### src/rtl/host_console_arbiter_pkg.sv
// ============================================================================
// host_console_pkg : shared constants and entry type for the console arbiter
// Revision: 1.0
// ============================================================================
`default_nettype none

package host_console_pkg;
  localparam int   DEPTH_LOG2_DEFAULT = 4;
  localparam int   ENTRY_W            = 9;
  localparam logic SRC_CON0           = 1'b0;
  localparam logic SRC_CON1           = 1'b1;

  typedef struct packed {
    logic       src;
    logic [7:0] data;
  } entry_t;
endpackage

`default_nettype wire

### src/rtl/host_console_arbiter_if.sv
// ============================================================================
// host_console_arbiter_if : console sources, IO-controller pop side, overflow
// Revision: 1.0
// ============================================================================
`default_nettype none

interface host_console_arbiter_if
  import host_console_pkg::*;
#(
  parameter int DEPTH_LOG2 = DEPTH_LOG2_DEFAULT
) ();
  logic [7:0]          in0_data;
  logic                in0_strobe;
  logic [7:0]          in1_data;
  logic                in1_strobe;
  logic                out_valid;
  logic [7:0]          out_data;
  logic                out_src;
  logic                out_ack;
  logic [DEPTH_LOG2:0] out_count;
  logic [1:0]          ovf;
  logic                ovf_clr;

  modport master (
    output in0_data, in0_strobe, in1_data, in1_strobe, out_ack, ovf_clr,
    input  out_valid, out_data, out_src, out_count, ovf
  );

  modport slave (
    input  in0_data, in0_strobe, in1_data, in1_strobe, out_ack, ovf_clr,
    output out_valid, out_data, out_src, out_count, ovf
  );
endinterface

`default_nettype wire

### src/rtl/host_console_arbiter_fifo.sv
// ============================================================================
// host_console_fifo : show-ahead FIFO with occupancy count
// Revision: 1.0
// ============================================================================
`default_nettype none

module host_console_fifo
  import host_console_pkg::*;
#(
  parameter int DEPTH_LOG2 = DEPTH_LOG2_DEFAULT
) (
  input  wire logic                clk,
  input  wire logic                reset,
  input  wire logic                i_push,
  input  wire logic [ENTRY_W-1:0]  i_wdata,
  input  wire logic                i_pop,
  output logic                     o_ready,
  output logic                     o_valid,
  output logic [ENTRY_W-1:0]       o_rdata,
  output logic [DEPTH_LOG2:0]      o_count
);
  localparam int                  c_depth = 1 << DEPTH_LOG2;
  localparam logic [DEPTH_LOG2:0] c_full  = {1'b1, {DEPTH_LOG2{1'b0}}};

  logic [ENTRY_W-1:0]    r_mem [c_depth];
  logic [DEPTH_LOG2-1:0] r_wptr;
  logic [DEPTH_LOG2-1:0] r_rptr;
  logic [DEPTH_LOG2:0]   r_count;
  logic                  w_pop;
  logic                  w_push;

  // A pop in the same cycle frees the slot, so a full FIFO still accepts.
  assign w_pop   = i_pop && (r_count != '0);
  assign o_ready = (r_count != c_full) || w_pop;
  assign w_push  = i_push && o_ready;

  always_ff @(posedge clk) begin
    if (w_push) r_mem[r_wptr] <= i_wdata;
  end

  always_ff @(posedge clk or posedge reset) begin
    if (reset) begin
      r_wptr  <= '0;
      r_rptr  <= '0;
      r_count <= '0;
    end else begin
      if (w_push) r_wptr <= r_wptr + DEPTH_LOG2'(1);
      if (w_pop)  r_rptr <= r_rptr + DEPTH_LOG2'(1);
      case ({w_push, w_pop})
        2'b10:   r_count <= r_count + (DEPTH_LOG2+1)'(1);
        2'b01:   r_count <= r_count - (DEPTH_LOG2+1)'(1);
        default: r_count <= r_count;
      endcase
    end
  end

  assign o_valid = (r_count != '0);
  assign o_rdata = r_mem[r_rptr];
  assign o_count = r_count;
endmodule

`default_nettype wire

### src/rtl/host_console_arbiter.sv
// ============================================================================
// host_console_arbiter : merges two strobed console byte sources into one FIFO
// Revision: 1.0
// ============================================================================
`default_nettype none

module host_console_arbiter
  import host_console_pkg::*;
#(
  parameter int DEPTH_LOG2 = DEPTH_LOG2_DEFAULT
) (
  input  wire logic              clk,
  input  wire logic              reset,
  host_console_arbiter_if.slave  bus
);
  logic [1:0] w_strobe;
  logic [7:0] w_in_data [2];
  logic [1:0] r_strb_hist;
  logic [1:0] w_evt;
  logic [1:0] r_hold_valid;
  logic [7:0] r_hold_data [2];
  logic [1:0] w_grant;
  logic [1:0] w_ovf_set;
  logic [1:0] w_load;
  logic [1:0] r_ovf;
  logic       r_last_grant;
  logic       w_fifo_ready;
  logic       w_fifo_valid;
  entry_t     w_wdata;
  entry_t     w_rdata;

  assign w_strobe     = {bus.in1_strobe, bus.in0_strobe};
  assign w_in_data[0] = bus.in0_data;
  assign w_in_data[1] = bus.in1_data;

  // History resets high so a strobe already asserted at release is not an event.
  always_ff @(posedge clk or posedge reset) begin
    if (reset) r_strb_hist <= 2'b11;
    else       r_strb_hist <= w_strobe;
  end

  assign w_evt = w_strobe & ~r_strb_hist;

  always_comb begin
    w_grant = 2'b00;
    if (w_fifo_ready) begin
      if (r_hold_valid == 2'b11) w_grant = r_last_grant ? 2'b01 : 2'b10;
      else                       w_grant = r_hold_valid;
    end
  end

  always_comb begin
    w_wdata.src  = SRC_CON0;
    w_wdata.data = r_hold_data[0];
    if (w_grant[1]) begin
      w_wdata.src  = SRC_CON1;
      w_wdata.data = r_hold_data[1];
    end
  end

  assign w_ovf_set = w_evt & r_hold_valid & ~w_grant;
  assign w_load    = w_evt & ~w_ovf_set;

  always_ff @(posedge clk or posedge reset) begin
    if (reset) begin
      r_hold_valid <= 2'b00;
      r_last_grant <= 1'b1;
      r_ovf        <= 2'b00;
    end else begin
      for (int i = 0; i < 2; i++) begin
        if (w_load[i])       r_hold_valid[i] <= 1'b1;
        else if (w_grant[i]) r_hold_valid[i] <= 1'b0;
      end
      if (|w_grant) r_last_grant <= w_grant[1];
      r_ovf <= (bus.ovf_clr ? 2'b00 : r_ovf) | w_ovf_set;
    end
  end

  always_ff @(posedge clk) begin
    for (int i = 0; i < 2; i++) begin
      if (w_load[i]) r_hold_data[i] <= w_in_data[i];
    end
  end

  host_console_fifo #(
    .DEPTH_LOG2 (DEPTH_LOG2)
  ) u_fifo (
    .clk     (clk),
    .reset   (reset),
    .i_push  (|w_grant),
    .i_wdata (w_wdata),
    .i_pop   (bus.out_ack),
    .o_ready (w_fifo_ready),
    .o_valid (w_fifo_valid),
    .o_rdata (w_rdata),
    .o_count (bus.out_count)
  );

  assign bus.out_valid = w_fifo_valid;
  assign bus.out_data  = w_rdata.data;
  assign bus.out_src   = w_rdata.src;
  assign bus.ovf       = r_ovf;
endmodule

`default_nettype wire

### src/flat_wrapper.sv
// flat-port wrapper written by rule: the top's interface ports become plain ports
module host_console_arbiter_flat import host_console_pkg::*;
#(
  parameter int DEPTH_LOG2 = DEPTH_LOG2_DEFAULT
)
  (clk, reset, bus_in0_data, bus_in0_strobe, bus_in1_data, bus_in1_strobe, bus_out_ack, bus_ovf_clr, bus_out_valid, bus_out_data, bus_out_src, bus_out_count, bus_ovf);
  host_console_arbiter_if #(.DEPTH_LOG2(DEPTH_LOG2)) bus_i ();
  input  wire logic clk;
  input  wire logic reset;
  input wire logic [$bits(bus_i.in0_data)-1:0] bus_in0_data;
  input wire logic [$bits(bus_i.in0_strobe)-1:0] bus_in0_strobe;
  input wire logic [$bits(bus_i.in1_data)-1:0] bus_in1_data;
  input wire logic [$bits(bus_i.in1_strobe)-1:0] bus_in1_strobe;
  input wire logic [$bits(bus_i.out_ack)-1:0] bus_out_ack;
  input wire logic [$bits(bus_i.ovf_clr)-1:0] bus_ovf_clr;
  output wire logic [$bits(bus_i.out_valid)-1:0] bus_out_valid;
  output wire logic [$bits(bus_i.out_data)-1:0] bus_out_data;
  output wire logic [$bits(bus_i.out_src)-1:0] bus_out_src;
  output wire logic [$bits(bus_i.out_count)-1:0] bus_out_count;
  output wire logic [$bits(bus_i.ovf)-1:0] bus_ovf;
  assign bus_i.in0_data = bus_in0_data;
  assign bus_i.in0_strobe = bus_in0_strobe;
  assign bus_i.in1_data = bus_in1_data;
  assign bus_i.in1_strobe = bus_in1_strobe;
  assign bus_i.out_ack = bus_out_ack;
  assign bus_i.ovf_clr = bus_ovf_clr;
  assign bus_out_valid = bus_i.out_valid;
  assign bus_out_data = bus_i.out_data;
  assign bus_out_src = bus_i.out_src;
  assign bus_out_count = bus_i.out_count;
  assign bus_ovf = bus_i.ovf;
  host_console_arbiter #(.DEPTH_LOG2(DEPTH_LOG2)) u_core (.clk(clk), .reset(reset), .bus(bus_i));
endmodule
### config.mk
export PLATFORM = sky130hd
export DESIGN_NAME = host_console_arbiter_flat
export DESIGN_NICKNAME = d
export VERILOG_FILES = /design/src/rtl/host_console_arbiter_pkg.sv /design/src/rtl/host_console_arbiter_if.sv /design/src/rtl/host_console_arbiter_fifo.sv /design/src/rtl/host_console_arbiter.sv /design/src/flat_wrapper.sv
export SDC_FILE = /design/constraint.sdc
export NUM_CORES = 1
export LEC_CHECK = 0
export CELL_PAD_IN_SITES_DETAIL_PLACEMENT = 1
export CELL_PAD_IN_SITES_GLOBAL_PLACEMENT = 1
export CORE_MARGIN = 2
export CORE_UTILIZATION = 55
export DETAILED_ROUTE_END_ITERATION = 7
export PLACE_DENSITY = 0.87
export SLEW_MARGIN = 20
export SYNTH_ARGS = -nofsm -noshare
export SYNTH_HDL_FRONTEND = slang
export SYNTH_SLANG_ARGS = --single-unit
### constraint.sdc
create_clock -name clk -period 7.5 [get_ports clk]
set_input_delay 0.75 -clock clk [delete_from_list [all_inputs] [get_ports clk]]
set_output_delay 0.75 -clock clk [all_outputs]
set_load 0.01 [all_outputs]
==> impl_metrics.prom, run 1 <==
# TYPE chip_impl_metric gauge
chip_impl_metric{name="share_of_synthesized_flip_flops_with_an_asynchronous_set_or_reset",unit=""} 0.1111
chip_impl_metric{name="clock_tree.buffer_depth",unit=""} 2
chip_impl_metric{name="final_min_period_over_clock_period",unit=""} 0.4984
chip_impl_metric{name="finalHoldWorstSlack",unit="ns"} 0.4764
chip_impl_metric{name="syn_nets",unit=""} 397
chip_impl_metric{name="worstPathArrival",unit="ns"} 2.99
chip_impl_info{name="combinational_family_with_the_most_area_after_synthesis",value="multiplexers"} 1
chip_impl_metric{name="syn_to_final_growth",unit="%"} 15.88
chip_impl_metric{name="dp_slack",unit="ns"} 4.062
chip_impl_metric{name="yosys.area_share.xor_xnor",unit=""} 0.01102
chip_impl_metric{name="yosys_warnings",unit=""} 0
chip_impl_metric{name="seq_area_frac_synth",unit=""} 0.7422
chip_impl_info{name="kind_of_critical_path",value="flip-flop to output pin"} 1
chip_impl_metric{name="fin_crit",unit="ns"} 3.738
chip_impl_metric{name="timing.fmax",unit="MHz"} 267.5
chip_impl_info{name="tritoncts_clock_tree",value="done"} 1
chip_impl_metric{name="grt_antenna_before_repair",unit=""} 0
chip_impl_metric{name="cp_data_required_time",unit="ns"} 6.75
chip_impl_metric{name="avgSynthCellArea",unit="µm²"} 19.60
chip_impl_metric{name="report.final.slew_viol_count",unit=""} 0
chip_impl_info{name="top_cells_by_area_synth",value="sky130_fd_sc_hd__edfxtp_1 (67%), sky130_fd_sc_hd__mux4_2 (11%), sky130_fd_sc_hd__dfrtp_1 (5.9%)"} 1
chip_impl_metric{name="final.setup.tns",unit="ns"} 0
chip_impl_metric{name="drv_cap",unit=""} 0
chip_impl_metric{name="mux_share_of_post_synthesis_cell_area",unit=""} 0.1289
chip_impl_metric{name="grt_max_degree",unit=""} 40
chip_impl_metric{name="grt.overflow.total",unit=""} 0
chip_impl_metric{name="grtUsageMet1",unit=""} 0.2950
chip_impl_metric{name="combined_area_of_the_multi_input_logic_cells",unit="µm²"} 1724
chip_impl_metric{name="place.port_buffers",unit=""} 38
chip_impl_metric{name="firstDrtPassIters",unit=""} 4
chip_impl_metric{name="postPlaceCellArea",unit="µm²"} 7697
chip_impl_metric{name="clk_pin_slew_worst_paths",unit="ns"} 0.06
chip_impl_metric{name="static_leak",unit="nW"} 2.820
chip_impl_metric{name="dr.first_iter.drc_count",unit=""} 331
chip_impl_metric{name="ir_worst_vdd",unit="V"} 0.0002327
chip_impl_metric{name="drt_wl_total",unit="mm"} 14.83
chip_impl_info{name="synth_top_cell_by_area",value="sky130_fd_sc_hd__edfxtp_1"} 1
chip_impl_metric{name="floorplan.initialDensity",unit=""} 0.5645
chip_impl_metric{name="synth_edf_count",unit=""} 160
chip_impl_metric{name="synth.top_cell.area_share",unit=""} 0.6717
chip_impl_info{name="run_status",value="complete, no violations"} 1
chip_impl_metric{name="timing.clock.skew",unit="ns"} 0.007122
chip_impl_metric{name="place_congestion",unit=""} 0.7709
chip_impl_metric{name="regArea",unit="µm²"} 5310
chip_impl_metric{name="wire_length_of_the_first_global_routing_pass",unit="mm"} 23.52
chip_impl_metric{name="cts_hold_repair.buffers",unit=""} 0
chip_impl_metric{name="route.detailed.vias_per_inst",unit=""} 5.926
chip_impl_metric{name="htreeDepth",unit=""} 4
chip_impl_metric{name="post-route-drc-count",unit=""} 0
chip_impl_metric{name="worst_slack",unit="ns"} 3.762
chip_impl_metric{name="post_cts_buffers",unit=""} 0
chip_impl_metric{name="synth_fa_ha_area_frac",unit=""} 0.01854
chip_impl_metric{name="dr_total_vias",unit=""} 3532
chip_impl_info{name="grt.busiest_layer",value="met2"} 1
chip_impl_metric{name="fraction_of_the_mapped_netlist_area_in_compound_gates",unit=""} 0.03673
chip_impl_info{name="cts.root.buffer_cell",value="sky130_fd_sc_hd__clkbuf_16"} 1
chip_impl_metric{name="first_global_vias",unit=""} 3959
chip_impl_metric{name="cts_resized",unit=""} 0
chip_impl_metric{name="area_inside_the_core_boundary",unit="µm²"} 12670
chip_impl_metric{name="slew_headroom",unit=""} 0.4169
chip_impl_info{name="holdCritPathClass",value="flip-flop to flip-flop"} 1
chip_impl_metric{name="number_of_setup_violations_in_the_final_report",unit=""} 0
chip_impl_metric{name="nets",unit=""} 443
chip_impl_metric{name="grt_use_total",unit=""} 0.2329
chip_impl_metric{name="final_layout_size_suffix_gt1_frac",unit=""} 0.2028
chip_impl_info{name="synth_top_flop_cell",value="sky130_fd_sc_hd__edfxtp_1"} 1
chip_impl_metric{name="netlist_instances",unit=""} 365
chip_impl_metric{name="routedWlPerCell",unit="µm"} 24.88
chip_impl_metric{name="grtUsageMet3",unit=""} 0.06831
chip_impl_metric{name="cts_made_buffers",unit=""} 17
chip_impl_metric{name="synth-seq-cells",unit=""} 180
chip_impl_metric{name="yosys.area_share.simple",unit=""} 0.04513
chip_impl_metric{name="finish.instance_area",unit="µm²"} 8289
chip_impl_info{name="worst_setup_path_start_kind",value="flip-flop"} 1
chip_impl_info{name="worst_setup_path_end_kind",value="output pin"} 1
chip_impl_metric{name="pin_count",unit=""} 39
chip_impl_info{name="grt_setup_unrepaired",value="false"} 1
chip_impl_metric{name="clock_latency",unit="ns"} 0.43
chip_impl_metric{name="remaining_antenna_violation_count",unit=""} 0
chip_impl_metric{name="fin_total_pwr",unit="mW"} 3.189
chip_impl_metric{name="worst-slew-pin-transition",unit="ns"} 0.8699
chip_impl_metric{name="detailed_place_hpwl",unit="mm"} 9.780
chip_impl_metric{name="hold_viol_final",unit=""} 0
chip_impl_metric{name="fillerInstances",unit=""} 1060
chip_impl_metric{name="globalRouteMet2Util",unit=""} 0.3844
chip_impl_metric{name="mappedNetlistArea",unit="µm²"} 7153
chip_impl_metric{name="yosys.cell_types.count",unit=""} 36
chip_impl_metric{name="die_w",unit="µm"} 118.0
chip_impl_metric{name="number_of_cell_rows",unit=""} 41
chip_impl_metric{name="numClockSinks",unit=""} 180
chip_impl_metric{name="num_antenna_cells",unit=""} 0
chip_impl_metric{name="die_y",unit="µm"} 118.0
chip_impl_metric{name="fp.dieArea",unit="µm²"} 13930
chip_impl_metric{name="power.density_cell_area",unit="nW/µm²"} 384.7
chip_impl_metric{name="worstPathMaxFanout",unit=""} 37
==> cells in the mapped netlist (3+ instances only) <==
master	count
sky130_fd_sc_hd__dfstp_2	3
sky130_fd_sc_hd__buf_2	4
sky130_fd_sc_hd__nand2_1	18
sky130_fd_sc_hd__nand2b_1	4
sky130_fd_sc_hd__o21ai_0	3
sky130_fd_sc_hd__and3_1	15
sky130_fd_sc_hd__xor2_1	3
sky130_fd_sc_hd__a22oi_1	18
sky130_fd_sc_hd__mux4_2	36
sky130_fd_sc_hd__ha_1	9
sky130_fd_sc_hd__mux2_2	9
sky130_fd_sc_hd__xnor2_1	6
sky130_fd_sc_hd__nor2b_1	7
sky130_fd_sc_hd__dfrtp_1	17
sky130_fd_sc_hd__a21oi_1	4
sky130_fd_sc_hd__clkbuf_1	5
sky130_fd_sc_hd__edfxtp_1	160
sky130_fd_sc_hd__buf_6	3
sky130_fd_sc_hd__nor2_1	4
sky130_fd_sc_hd__inv_1	12
==> layout by cell type, fill, tap and decap left out, types with 3 or more instances in the layout <==
cell type / instances
sky130_fd_sc_hd__o21ai_0: 3
sky130_fd_sc_hd__nand2b_1: 4
sky130_fd_sc_hd__mux4_2: 36
sky130_fd_sc_hd__a22oi_1: 18
sky130_fd_sc_hd__dfstp_2: 3
sky130_fd_sc_hd__nand2_1: 18
sky130_fd_sc_hd__xnor2_1: 6
sky130_fd_sc_hd__ha_1: 9
sky130_fd_sc_hd__nor2_1: 4
sky130_fd_sc_hd__bufinv_16: 3
sky130_fd_sc_hd__clkbuf_16: 17
sky130_fd_sc_hd__buf_4: 3
sky130_fd_sc_hd__and3_1: 15
sky130_fd_sc_hd__clkinv_4: 3
sky130_fd_sc_hd__mux2_2: 9
sky130_fd_sc_hd__nor2b_1: 7
sky130_fd_sc_hd__edfxtp_1: 160
sky130_fd_sc_hd__dfrtp_1: 16
sky130_fd_sc_hd__xor2_1: 3
sky130_fd_sc_hd__inv_1: 12
sky130_fd_sc_hd__clkinv_1: 3
sky130_fd_sc_hd__a21oi_1: 4
sky130_fd_sc_hd__clkdlybuf4s50_1: 38
sky130_fd_sc_hd__clkinvlp_4: 4
==> worst paths after layout <==
check	start	slack, ns	depth (start not counted)	end
max	u_core.u_fifo.r_rptr[0]$_DFFE_PP0P_	3.76	5	bus_out_data[2]
min	u_core.r_hold_valid[0]$_DFFE_PP0P_	0.48	1	u_core.r_last_grant$_DFFE_PP1N_
max reg2reg	u_core.u_fifo.o_count[0]$_DFFE_PP0P_	4.56	10	u_core.u_fifo.o_count[4]$_DFFE_PP0P_
min reg2reg	u_core.r_hold_valid[0]$_DFFE_PP0P_	0.48	1	u_core.r_last_grant$_DFFE_PP1N_
max in group asynchronous	reset	6.19	2	u_core.u_fifo.r_rptr[0]$_DFFE_PP0P_
min in group asynchronous	reset	0.77	2	u_core.r_hold_valid[0]$_DFFE_PP0P_
==> metrics by stage <==
step / utilization / cells
2_1_floorplan: - / 365
3_3_place_gp: 0.6071 / 564
3_5_place_dp: 0.6075 / 564
4_1_cts: 0.6542 / 596
5_1_grt: 0.6542 / 596
6_report: 0.6542 / 596
==> flip-flops by register name, summed over array words and instances, names as in the netlist <==
register,count
u_core.r_hold_valid,2
u_core.r_hold_data,16
u_core.r_last_grant,1
u_core.u_fifo.r_mem,144
u_core.r_strb_hist,2
u_core.bus.ovf,2
u_core.u_fifo.o_count,5
u_core.u_fifo.r_rptr,4
u_core.u_fifo.r_wptr,4
==> worst max-delay path, stage by stage (launching register included) <==
cell and delay [ns]:
sky130_fd_sc_hd__dfrtp_2 0.40, sky130_fd_sc_hd__buf_4 0.60, sky130_fd_sc_hd__mux4_2 0.65, sky130_fd_sc_hd__a22oi_1 0.33
sky130_fd_sc_hd__nand2_1 0.09, sky130_fd_sc_hd__clkdlybuf4s50_1 0.48
==> layout make-up <==
type | count | share of cell area
Timing Repair Buffer | 41 | 0.04860
Inverter | 12 | 0.005434
Clock inverter | 14 | 0.01962
Sequential cell | 180 | 0.6406
Clock buffer | 18 | 0.05177
Multi-Input combinational cell | 159 | 0.2080
Tap cell | 172 | 0.02596
==> power breakdown <==
group	internal [mW]	switching, mW	leakage (nW)
sequential	1.25	0.0828	1.69
combinational	0.457	0.508	0.854
clock	0.521	0.369	0.275
total	2.23	0.959	2.82
==> layer usage <==
metal | vias up | wire [µm]
li1 | 1554 | -
met1 | 1842 | 5876
met2 | 111 | 7796
met3 | 25 | 796
met4 | 0 | 357
met5 | - | 0
==> kinds of logic after synthesis <==
family,Yosys count
AND/OR/NAND/NOR,57
XOR/XNOR,9
AO/OA/AOI/OAI,37
buffers and inverters,26
adder cells (fa/ha/maj),10
flip-flops,180
multiplexers,46
(Power assumes the default switching activity.)
==> run 2, diff against run 1 <==
- CORE_UTILIZATION: 55 -> 47
- PLACE_DENSITY: 0.87 -> 0.8
- clock period: 7.5 -> 3.3 ns (I/O delays scaled with it)
==> run 2 against run 1 <==
Total power increased by 130%. Setup slack got worse by 3.5 ns. Via count increased by 3.1%. Sequential share of layout area decreased by 0.67 points. Sequential power increased by 130%. Utilization decreased by 9.7 points.
==> impl_metrics.prom, run 2 (synthesis gave the netlist of run 1 again) <==
# TYPE chip_impl_metric gauge
chip_impl_metric{name="fin_crit",unit="ns"} 3.062
chip_impl_metric{name="report.final.slew_viol_count",unit=""} 0
chip_impl_metric{name="die_w",unit="µm"} 127.4
chip_impl_metric{name="drt_wl_total",unit="mm"} 15.98
chip_impl_metric{name="final_min_period_over_clock_period",unit=""} 0.9279
chip_impl_metric{name="routedWlPerCell",unit="µm"} 25.82
chip_impl_metric{name="clock_latency",unit="ns"} 0.44
chip_impl_info{name="cts.root.buffer_cell",value="sky130_fd_sc_hd__clkbuf_16"} 1
chip_impl_metric{name="dr_total_vias",unit=""} 3643
chip_impl_metric{name="cts_made_buffers",unit=""} 17
chip_impl_metric{name="pin_count",unit=""} 39
chip_impl_metric{name="timing.clock.skew",unit="ns"} 0.01417
chip_impl_metric{name="area_inside_the_core_boundary",unit="µm²"} 15030
chip_impl_info{name="worst_setup_path_start_kind",value="flip-flop"} 1
chip_impl_metric{name="timing.fmax",unit="MHz"} 326.6
chip_impl_info{name="worst_setup_path_end_kind",value="output pin"} 1
chip_impl_info{name="run_status",value="complete, no violations"} 1
chip_impl_metric{name="numClockSinks",unit=""} 180
chip_impl_info{name="grt_setup_unrepaired",value="false"} 1
chip_impl_metric{name="num_antenna_cells",unit=""} 0
chip_impl_metric{name="wire_length_of_the_first_global_routing_pass",unit="mm"} 24.77
chip_impl_metric{name="reg2regPathDepth",unit=""} 9
chip_impl_metric{name="cts_resized",unit=""} 0
chip_impl_metric{name="post_cts_buffers",unit=""} 0
chip_impl_metric{name="grt_use_total",unit=""} 0.2155
chip_impl_info{name="layout_common_cells",value="sky130_fd_sc_hd__edfxtp_1 (160), sky130_fd_sc_hd__clkdlybuf4s50_1 (38), sky130_fd_sc_hd__mux4_2 (36)"} 1
chip_impl_metric{name="stdcell_count",unit=""} 619
chip_impl_metric{name="number_of_setup_violations_in_the_final_report",unit=""} 0
chip_impl_metric{name="fin_total_pwr",unit="mW"} 7.430
chip_impl_info{name="crit-reg2reg-launch",value="u_core.u_fifo.o_count[0]$_DFFE_PP0P_"} 1
chip_impl_metric{name="largest_register_ff_count",unit=""} 144
chip_impl_metric{name="worstPathArrival",unit="ns"} 2.73
chip_impl_metric{name="remaining_antenna_violation_count",unit=""} 0
chip_impl_metric{name="route.detailed.vias_per_inst",unit=""} 5.885
chip_impl_metric{name="power.density_cell_area",unit="nW/µm²"} 887.0
chip_impl_metric{name="setup.reg_to_reg.worst_slack",unit="ns"} 0.54
chip_impl_metric{name="fp.dieArea",unit="µm²"} 16220
chip_impl_metric{name="final.setup.tns",unit="ns"} 0
chip_impl_metric{name="htreeDepth",unit=""} 4
chip_impl_info{name="tritoncts_clock_tree",value="done"} 1
chip_impl_metric{name="syn_to_final_growth",unit="%"} 17.11
chip_impl_metric{name="firstDrtPassIters",unit=""} 4
chip_impl_metric{name="floorplan.initialDensity",unit=""} 0.4758
chip_impl_metric{name="drv_cap",unit=""} 0
chip_impl_info{name="critPathLaunch",value="u_core.u_fifo.r_rptr[0]$_DFFE_PP0P_"} 1
chip_impl_metric{name="first_global_vias",unit=""} 4090
chip_impl_info{name="holdCritPathClass",value="input pin to flip-flop"} 1
chip_impl_metric{name="place_congestion",unit=""} 0.7731
chip_impl_metric{name="cts_hold_repair.buffers",unit=""} 0
chip_impl_metric{name="clk_pin_slew_worst_paths",unit="ns"} 0.07
chip_impl_info{name="critPathCapture",value="bus_out_data[0]"} 1
chip_impl_info{name="max_flop_register",value="u_core.u_fifo.r_mem"} 1
chip_impl_metric{name="worstPathMaxFanout",unit=""} 18
chip_impl_metric{name="worst-slew-pin-transition",unit="ns"} 0.8639
chip_impl_metric{name="hold_viol_final",unit=""} 0
chip_impl_metric{name="final_layout_size_suffix_gt1_frac",unit=""} 0.2111
chip_impl_metric{name="slew_headroom",unit=""} 0.4235
chip_impl_info{name="kind_of_critical_path",value="flip-flop to output pin"} 1
chip_impl_metric{name="dp.cells",unit=""} 587
chip_impl_metric{name="clock_tree.buffer_depth",unit=""} 2
chip_impl_metric{name="detailed_place_hpwl",unit="mm"} 10.26
chip_impl_metric{name="place.port_buffers",unit=""} 38
chip_impl_metric{name="static_leak",unit="nW"} 2.872
chip_impl_metric{name="number_of_cell_rows",unit=""} 45
chip_impl_metric{name="post-route-drc-count",unit=""} 0
chip_impl_metric{name="die_y",unit="µm"} 127.4
chip_impl_metric{name="ir_worst_vdd",unit="V"} 0.0004443
chip_impl_metric{name="nets",unit=""} 450
chip_impl_metric{name="cp_data_required_time",unit="ns"} 2.97
chip_impl_metric{name="grt_antenna_before_repair",unit=""} 0
chip_impl_metric{name="dr.first_iter.drc_count",unit=""} 299
chip_impl_metric{name="grt.overflow.total",unit=""} 0
chip_impl_info{name="r2r_end",value="u_core.u_fifo.o_count[4]$_DFFE_PP0P_"} 1
chip_impl_info{name="most_common_library_cell_in_the_layout_ignoring_fill_and_taps",value="sky130_fd_sc_hd__edfxtp_1"} 1
chip_impl_metric{name="grt_max_degree",unit=""} 40
[run 2: changes by cell type in the layout (fill, tap and decap cells not counted), sizes merged]
| cell | before | now |
|---|---|---|
| clkbuf | 18 | 20 |
| clkinv | 7 | 6 |
| clkinvlp | 4 | 2 |
| bufinv | 3 | 4 |
| buf | 3 | 10 |
[run 2: area by class of cell]
| cell class | count | area (µm²) |
|---|---|---|
| Clock inverter | 12 | 162.7 |
| Clock buffer | 20 | 436.7 |
| Timing Repair Buffer | 48 | 467.9 |
| Tap cell | 188 | 235.2 |
| Inverter | 12 | 45.04 |
| Sequential cell | 180 | 5310 |
| Multi-Input combinational cell | 159 | 1719 |
| Fill cell | 1331 | 6656 |
[run 2: per-layer routing]
layer	routed length, µm	GRT usage	vias up
met2	8453	0.3599	118
met4	439	0.09050	0
li1	-	-	1578
met3	687	0.04941	29
met5	0	0	-
met1	6400	0.2742	1918
[run 2: critical path, stage by stage (launching register included)]
cell                              delay [ns]
sky130_fd_sc_hd__dfrtp_2                0.60
sky130_fd_sc_hd__buf_12                 0.25
sky130_fd_sc_hd__mux4_2                 0.52
sky130_fd_sc_hd__a22oi_1                0.27
sky130_fd_sc_hd__nand2_1                0.15
sky130_fd_sc_hd__clkdlybuf4s50_1        0.50
[run 2: how the worst min path moves through the flow]
stage                                                  start                         endpoint  slack, ns  cells after the start
after floorplan                                        reset      u_core.bus.ovf[0]$_DFF_PP0_       0.29                      1
after global placement    u_core.r_hold_valid[0]$_DFFE_PP0P_  u_core.r_last_grant$_DFFE_PP1N_       0.44                      1
after detailed placement  u_core.r_hold_valid[0]$_DFFE_PP0P_  u_core.r_last_grant$_DFFE_PP1N_       0.46                      1
after CTS                                     bus_in1_strobe  u_core.r_strb_hist[1]$_DFF_PP1_       0.32                      1
after global routing                          bus_in1_strobe  u_core.r_strb_hist[1]$_DFF_PP1_       0.32                      1
final                                         bus_in1_strobe  u_core.r_strb_hist[1]$_DFF_PP1_       0.33                      1
[run 2: power breakdown]
group	leakage, nW	internal (mW)	switching, mW
Combinational	0.893	1.10	1.19
Clock	0.289	1.26	0.820
Sequential	1.69	2.85	0.212
[run 2: through the flow]
stage | setup slack (ns) | instance area [µm²] | hold slack (ns) | util
floorplan | 0.6629 | 7153 | 0.2916 | -
global placement | 0.6892 | 7777 | 0.4434 | 0.5174
global route | 0.06542 | 8377 | 0.3229 | 0.5572
CTS | 0.1596 | 8377 | 0.3175 | 0.5572
detailed placement | 0.5399 | 7777 | 0.4580 | 0.5174
finish | 0.2379 | 8377 | 0.3307 | 0.5572
